File: config.mk
export PLATFORM = sky130hd
export DESIGN_NAME = mm_seq_ctrl
export DESIGN_NICKNAME = d
export VERILOG_FILES = /design/src/rtl/mm_seq_ctrl.sv
export SDC_FILE = /design/constraint.sdc
export NUM_CORES = 1
export LEC_CHECK = 0
export ABC_AREA = 1
export CORE_ASPECT_RATIO = 0.6
export CORE_MARGIN = 2
export CORE_UTILIZATION = 53
export CTS_CLUSTER_SIZE = 10
export DETAILED_ROUTE_END_ITERATION = 12
export HOLD_SLACK_MARGIN = 0.12
export MAX_ROUTING_LAYER = met4
export PLACE_DENSITY = 0.79
export SLEW_MARGIN = 30
export SYNTH_ARGS = -nofsm -noshare
export SYNTH_HDL_FRONTEND = slang
export SYNTH_SLANG_ARGS = --single-unit
File: constraint.sdc
create_clock -name clk -period 2.3 [get_ports clk]
set_input_delay 0.345 -clock clk [delete_from_list [all_inputs] [get_ports clk]]
set_output_delay 0.345 -clock clk [all_outputs]
set_load 0.05 [all_outputs]
File: src/rtl/mm_seq_ctrl.sv
// Row-path sequencer for the matrix multiplier: loads each operand tile, frames
// its row stream for the MAC array, waits out the MAC pipeline, hands off the result.
module mm_seq_ctrl #(
  parameter int ROWS      = 128,
  parameter int ROW_IDX_W = 7,
  parameter int PIPE_LAT  = 4,
  parameter int TILE_W    = 8
) (
  input  logic                 clk,
  input  logic                 rst,
  input  logic                 start,
  input  logic [TILE_W-1:0]    tiles,
  input  logic                 operands_ready,
  output logic                 load,
  output logic                 row_valid,
  output logic [ROW_IDX_W-1:0] row_idx,
  output logic                 acc_clear,
  output logic                 acc_last,
  output logic [TILE_W-1:0]    tile_idx,
  output logic                 res_valid,
  input  logic                 res_ready,
  output logic                 busy,
  output logic                 done
);

  typedef enum logic [2:0] {
    S_IDLE, S_WAIT_OP, S_LOAD, S_STREAM, S_DRAIN, S_RESULT
  } state_t;

  localparam logic [ROW_IDX_W-1:0] LP_ROW_LAST   = ROW_IDX_W'(ROWS - 1);
  localparam logic [3:0]           LP_DRAIN_LAST = (PIPE_LAT == 0) ? 4'd0 : 4'(PIPE_LAT - 1);

  state_t               r_state, w_nxt_state;
  logic [3:0]           r_drain, w_nxt_drain;
  logic [TILE_W-1:0]    r_tiles, w_nxt_tiles;
  logic [TILE_W-1:0]    w_nxt_tile_idx;
  logic [ROW_IDX_W-1:0] w_nxt_row;
  logic                 w_nxt_done;

  // Outputs are registered from the next-state decode so every strobe is a flop.
  always_ff @(posedge clk or posedge rst) begin
    if (rst) begin
      r_state   <= S_IDLE;
      r_drain   <= '0;
      r_tiles   <= '0;
      tile_idx  <= '0;
      row_idx   <= '0;
      load      <= 1'b0;
      row_valid <= 1'b0;
      acc_clear <= 1'b0;
      acc_last  <= 1'b0;
      res_valid <= 1'b0;
      busy      <= 1'b0;
      done      <= 1'b0;
    end else begin
      r_state   <= w_nxt_state;
      r_drain   <= w_nxt_drain;
      r_tiles   <= w_nxt_tiles;
      tile_idx  <= w_nxt_tile_idx;
      row_idx   <= w_nxt_row;
      load      <= (w_nxt_state == S_LOAD);
      row_valid <= (w_nxt_state == S_STREAM);
      acc_clear <= (w_nxt_state == S_STREAM) && (w_nxt_row == '0);
      acc_last  <= (w_nxt_state == S_STREAM) && (w_nxt_row == LP_ROW_LAST);
      res_valid <= (w_nxt_state == S_RESULT);
      busy      <= (w_nxt_state != S_IDLE);
      done      <= w_nxt_done;
    end
  end

  always_comb begin
    w_nxt_state    = r_state;
    w_nxt_drain    = '0;
    w_nxt_tiles    = r_tiles;
    w_nxt_tile_idx = tile_idx;
    w_nxt_row      = '0;
    w_nxt_done     = 1'b0;
    case (r_state)
      S_IDLE: begin
        if (start) begin
          if (tiles != '0) begin
            w_nxt_tiles    = tiles;
            w_nxt_tile_idx = '0;
            w_nxt_state    = S_WAIT_OP;
          end else begin
            w_nxt_done = 1'b1;
          end
        end
      end
      S_WAIT_OP: begin
        if (operands_ready) w_nxt_state = S_LOAD;
      end
      S_LOAD: begin
        w_nxt_state = S_STREAM;
      end
      S_STREAM: begin
        // No hold on the shift register: once streaming, every cycle is a row.
        if (row_idx == LP_ROW_LAST) begin
          w_nxt_state = (PIPE_LAT == 0) ? S_RESULT : S_DRAIN;
        end else begin
          w_nxt_row = row_idx + ROW_IDX_W'(1);
        end
      end
      S_DRAIN: begin
        if (r_drain == LP_DRAIN_LAST) w_nxt_state = S_RESULT;
        else                          w_nxt_drain = r_drain + 4'd1;
      end
      S_RESULT: begin
        if (res_ready) begin
          if (tile_idx == r_tiles - TILE_W'(1)) begin
            w_nxt_state = S_IDLE;
            w_nxt_done  = 1'b1;
          end else begin
            w_nxt_tile_idx = tile_idx + TILE_W'(1);
            w_nxt_state    = S_WAIT_OP;
          end
        end
      end
      default: w_nxt_state = S_IDLE;
    endcase
  end

endmodule
==> results.yml, run 1 <==
routing:
  vias_per_cell: 5.11
  drt-initial-drc-count: 154
  wirelength_per_cell_um: 13.8
  drt-total-wl_mm: 4.87
  via_count: 1808
  route.detailed.drc: 0
  final_antenna_net_count: 0
  first_pass_iters: 6
global_routing:
  grt_overflow_total: 0
  grt_pass1_wl_mm: 8.16
  via_count_of_the_first_global_routing_pass: 1700
  grt_util_all_layers_pct: 25.0
  antenna_found_initial: 0
  grt_start_max_net_pins: 38
pwr:
  total_switching_power_mw: 1.15
  sw_frac_of_total_pct: 42.6
  internal_power_mw: 1.54
  power_per_cell_area_nw_per_um2: 1020
  power.total_mw: 2.69
  irDropWorstVdd_mv: 0.784
  power.clock.fraction_pct: 22.1
  power_frac_comb_pct: 43.3
  leakagePower_nw: 1.20
  seq_power_share_pct: 34.6
sta:
  rsz0062_at_grt: "false"
  clock-skew-final_ps: 5.13
  fin_tns_setup_ps: 0
  fin_crit_ps: 1970
  number_of_hold_violations_in_the_final_report: 0
  worst_pin_slew_ps: 503
  drv_slew: 0
  timing.slew.headroom_pct: 66.3
  min_period_over_period_pct: 85.9
  setup_viol: 0
  maxClockFrequency_mhz: 506
worst_setup_path:
  worst-setup-path-type: "flop to output port"
  crit_fanout: 7
  crit_path_buffers_inverters: 1
  worst-endpoint-arrival_ps: 1630
  worst-endpoint-required_ps: 1960
  cp-end-kind: "output port"
  setup.worst_path.start_class: "flop"
  slowest_stage: "sky130_fd_sc_hd__clkdlybuf4s50_1"
  timing.critical_path.cells: "clkdlybuf4s50_1"
  delay_of_the_slowest_critical_path_stage_ps: 850
  cp_top_family: "buffers and inverters"
yosys:
  syn-mean-instance-area_sq_um: 7.99
  yosysTopAreaCell: "sky130_fd_sc_hd__dfrtp_1"
  synthDistinctLibCells: 28
  synth_largest_type_area_fraction_pct: 43.7
  synth_warnings: 0
  synthArstFlopShare_pct: 100
  sequential_to_total_area_share_from_yosys_stat_pct: 43.7
  synth_common_cells: "68 x sky130_fd_sc_hd__nand2_1, 37 x sky130_fd_sc_hd__dfrtp_1, 35 x sky130_fd_sc_hd__nor2_1, 27 x sky130_fd_sc_hd__inv_1, 21 x sky130_fd_sc_hd__nand3_1"
  post_synth_edffs: 0
  synth_area_sq_um: 2120
  largest_cells_by_area_after_synthesis: "sky130_fd_sc_hd__dfrtp_1 44%, sky130_fd_sc_hd__nand2_1 12%, sky130_fd_sc_hd__nor2_1 6.2%"
  ys.flop_type: "sky130_fd_sc_hd__dfrtp_1"
  postSynthRegisterBits: 37
  mappedNetlistNets: 282
  synthesis.instances: 265
  synthMostInstantiatedCell: "sky130_fd_sc_hd__nand2_1"
die:
  dieArea_sq_um: 4540
  number_of_rows_created_at_floorplan: 17
  fp.dieW_um: 85.6
  boundaryPins: 35
  initial_core_util_pct: 56.6
  floorplan.core_area_sq_um: 3740
  die-height_um: 53.0
finish:
  multi_input_comb_area_sq_um: 1040
  syn2layout_area_growth_pct: 24.7
  stdcell_area_sq_um: 2640
  fillCellCount: 303
  regArea_sq_um: 926
  design.final.nets: 323
  final_layout_size_suffix_gt1_share_pct: 14.0
  antenna_cells: 0
  post_route_utilization_pct: 70.6
clocking:
  ctsLongestPathBuffers: 2
  worst_setup_hold_path_clk_slew_ps: 80
  clock_sink_count: 37
  clock_tree_from_tritoncts: "done"
  clk-insertion-delay-late_ps: 290
  number_of_buffers_added_by_the_clock_tree_synthesis_step: 5
  ctsRootBufferMaster: "sky130_fd_sc_hd__clkbuf_8"
  resized_gates_after_cts: 0
  cts.htree.levels: 2
  cts_hold_buf: 0
  postCtsSetupRepairBufs: 0
place:
  place.detailed.hpwl_mm: 3.74
  place.port_buffers: 34
  place_congestion: 0.887
  placed_area_sq_um: 2520
hold_path:
  holdCritPathClass: "primary input to async pin"
run:
  cap_viol_max_count: 0
run_status:
  outcome: "completed"
worst paths after layout:
check / slack, ps / endpoint / start / depth (start not counted)
max in group asynchronous: 1510 / r_drain[0] / rst / 3
min in group clk: 460 / r_drain[0] / r_drain[0] / 1
max: 330 / tile_idx[4] / tile_idx[4] / 1
min: 460 / r_tiles[7] / rst / 3
max reg2reg: 410 / tile_idx[4] / r_tiles[0] / 14
min reg2reg: 460 / r_drain[0] / r_drain[0] / 1
worst reg2reg max path: stages, from the launching register on:
cell and delay, ps:
sky130_fd_sc_hd__dfrtp_1 400, sky130_fd_sc_hd__inv_2 120, sky130_fd_sc_hd__ha_1 230, sky130_fd_sc_hd__nand3_2 150, sky130_fd_sc_hd__nor2_1 110, sky130_fd_sc_hd__nand2_1 60, sky130_fd_sc_hd__nand2_1 70, sky130_fd_sc_hd__nand2_1 70
sky130_fd_sc_hd__nor2_2 120, sky130_fd_sc_hd__nand2_2 80, sky130_fd_sc_hd__nand2_4 110, sky130_fd_sc_hd__nand2_8 90, sky130_fd_sc_hd__nand2_8 90, sky130_fd_sc_hd__nand2_1 50, sky130_fd_sc_hd__nand2_1 60
power by group through the flow:
| stage | logic, mW | registers [mW] | clock network [mW] |
|---|---|---|---|
| 4_1_cts | 1.16 | 0.926 | 0.602 |
| 6_report | 1.17 | 0.930 | 0.596 |
| 3_5_place_dp | 1.15 | 0.934 | 0 |
| 2_1_floorplan | 0.679 | 1.10 | 0 |
| 5_1_grt | 1.29 | 0.946 | 0.637 |
| 3_3_place_gp | 1.13 | 0.932 | 0 |
metrics by stage:
step                instances  hold WS (ps)  setup WS (ps)
detailed placement        346           459            270
finish                    354           458            325
global placement          346           451            358
floorplan                 265           430            330
CTS                       354           469            321
global route              354           486            224
cells in the final DEF (no fill, tap or decap), drive strengths merged:
master,n
nand2,74
nor2,44
dfrtp,37
inv,36
clkdlybuf4s50,34
nand3,23
o21ai,12
xor2,8
xnor2,7
nor3,7
clkbuf,6
a21oi,4
ha,4
nand4,3
buf,2
clkinv,1
o41ai,1
nor4,1
nor4b,1
clkinvlp,1
bufinv,1
cell type report:
type,count,share of cell area (%)
clock buffers,6,3.13
clock inverters,2,1.42
inverters,37,5.26
multi-input cells,189,39.5
flip-flops and latches,37,35.0
well taps,47,2.23
repair buffers,36,13.4
metal layers:
layer | routed length [um] | vias up | GRT usage [%] | part of all wire, %
met3 | 339 | 7 | 4.37 | 7.0
li1 | - | 911 | - | -
met1 | 2610 | 831 | 38.7 | 54
met5 | 0 | - | - | 0
met2 | 1860 | 59 | 32.8 | 38
met4 | 58 | 0 | 7.41 | 1.2
registers in the layout, summed over array words and instances, names as in the netlist, 3 cells and up:
name	count
r_drain	4
tile_idx	8
r_state	3
r_tiles	8
row_idx	7
logic make-up after synthesis:
group	share of synthesized area (%)
adders and majority gates	2.36
AOI/OAI and AO/OA	5.08
DFF	43.7
xor gates and xnor gates	6.20
buffers and inverters	7.03
and+or+nand+nor	35.6
Note: power is estimated with default switching activity, not from simulation.
==> run 2: changes to the inputs <==
- CORE_MARGIN: 2 -> not set
- SLEW_MARGIN: 30 -> not set
==> run 2 against run 1 <==
Against the previous run: wire length is 4.5% lower; critical path type unchanged; cell area stayed put; global-route usage up 0.30 points; utilization unchanged; largest cell class unchanged.
==> results.yml, run 2 (synthesized netlist as in run 1, its figures left out) <==
sta:
  rsz0062_at_grt: "false"
  setup_viol: 0
  drv_slew: 0
  whs_ps: 462
  fin_crit_ps: 1960
  maxClockFrequency_mhz: 510
  timing.slew.headroom_pct: 65.8
  min_period_over_period_pct: 85.3
  clock-skew-final_ps: 6.05
  worst_pin_slew_ps: 512
  fin_tns_setup_ps: 0
  number_of_hold_violations_in_the_final_report: 0
global_routing:
  antenna_found_initial: 0
  grt_start_max_net_pins: 38
  grt_overflow_total: 0
  grt_util_all_layers_pct: 25.3
  via_count_of_the_first_global_routing_pass: 1608
  grt_pass1_wl_mm: 7.81
die:
  die-height_um: 51.0
  boundaryPins: 35
  fp.dieW_um: 83.6
  number_of_rows_created_at_floorplan: 17
  initial_core_util_pct: 56.6
  dieArea_sq_um: 4260
  floorplan.core_area_sq_um: 3740
clocking:
  clock_sink_count: 37
  postCtsSetupRepairBufs: 0
  resized_gates_after_cts: 0
  worst_setup_hold_path_clk_slew_ps: 80
  cts.htree.levels: 2
  clk-insertion-delay-late_ps: 290
  cts_hold_buf: 0
  number_of_buffers_added_by_the_clock_tree_synthesis_step: 5
  ctsLongestPathBuffers: 2
  ctsRootBufferMaster: "sky130_fd_sc_hd__clkbuf_8"
  clock_tree_from_tritoncts: "done"
run:
  cap_viol_max_count: 0
worst_setup_path:
  timing.critical_path.cells: "clkdlybuf4s50_1"
  setup.worst_path.start_class: "flop"
  worst-endpoint-required_ps: 1960
  worst-endpoint-arrival_ps: 1620
  crit_fanout: 7
  crit_path_buffers_inverters: 1
  cp-end-kind: "output port"
  slowest_stage: "sky130_fd_sc_hd__clkdlybuf4s50_1"
  delay_of_the_slowest_critical_path_stage_ps: 850
  cp_top_family: "buffers and inverters"
  worst-setup-path-type: "flop to output port"
routing:
  drt-total-wl_mm: 4.65
  first_pass_iters: 4
  drt-initial-drc-count: 117
  via_count: 1808
  wirelength_per_cell_um: 13.1
  vias_per_cell: 5.11
  final_antenna_net_count: 0
  route.detailed.drc: 0
place:
  place.detailed.hpwl_mm: 3.54
  place.port_buffers: 34
  place_congestion: 0.930
finish:
  design.final.nets: 323
  final_layout_size_suffix_gt1_share_pct: 14.0
  layout_common_cells: "68 x sky130_fd_sc_hd__nand2_1, 37 x sky130_fd_sc_hd__dfrtp_1, 35 x sky130_fd_sc_hd__nor2_1"
  regArea_sq_um: 926
  antenna_cells: 0
  multi_input_comb_area_sq_um: 1040
  final_common_cell: "sky130_fd_sc_hd__nand2_1"
  syn2layout_area_growth_pct: 24.7
  fillCellCount: 307
  top_regs: "r_tiles: 8 flops, tile_idx: 8 flops, row_idx: 7 flops"
pwr:
  power_per_cell_area_nw_per_um2: 1020
  irDropWorstVdd_mv: 0.732
  leakagePower_nw: 1.20
hold_path:
  holdCritPathClass: "primary input to async pin"
run_status:
  outcome: "completed"
[run 2: area by class of cell]
class,instances,area share [%]
clock buffers,6,3.13
well taps,47,2.23
clock inverters,2,1.42
multi-input cells,189,39.5
flip-flops and latches,37,35.0
repair buffers,36,13.4
inverters,37,5.26
[run 2: through the flow]
stage / instance area [sq um] / total power [mW] / std cells / utilization, % / worst slack, ps
2_1_floorplan: 2120 / 1.77 / 265 / - / 330
3_3_place_gp: 2520 / 2.06 / 346 / 67.4 / 356
3_5_place_dp: 2520 / 2.08 / 346 / 67.4 / 287
4_1_cts: 2640 / 2.68 / 354 / 70.6 / 324
5_1_grt: 2640 / 2.86 / 354 / 70.6 / 277
6_report: 2640 / 2.68 / 354 / 70.6 / 339
[run 2: layer usage]
layer | wire [um] | share of wire (%) | track usage (%) | vias to the layer above
met3 | 309 | 6.6 | 7.27 | 4
li1 | - | - | - | 914
met5 | 0 | 0 | - | -
met2 | 1790 | 39 | 31.6 | 57
met4 | 25 | 0.54 | 6.21 | 0
met1 | 2530 | 54 | 39.1 | 833
[run 2: worst paths after layout]
kind	startpoint	endpoint	slack, ps	depth (start not counted)
worst max-delay path	tile_idx[4]	tile_idx[4]	340	1
worst min-delay path	rst	tile_idx[0]	460	3
worst max register to register	r_tiles[0]	tile_idx[4]	450	14
worst min register to register	r_drain[0]	r_drain[0]	460	1
max in group asynchronous	rst	acc_last	1500	3
min in group clk	r_drain[0]	r_drain[0]	460	1
[run 2: report_power, final]
group,switching [mW],internal [mW]
Clock,0.242,0.353
Sequential,0.132,0.793
Combinational,0.766,0.397
Total,1.14,1.54
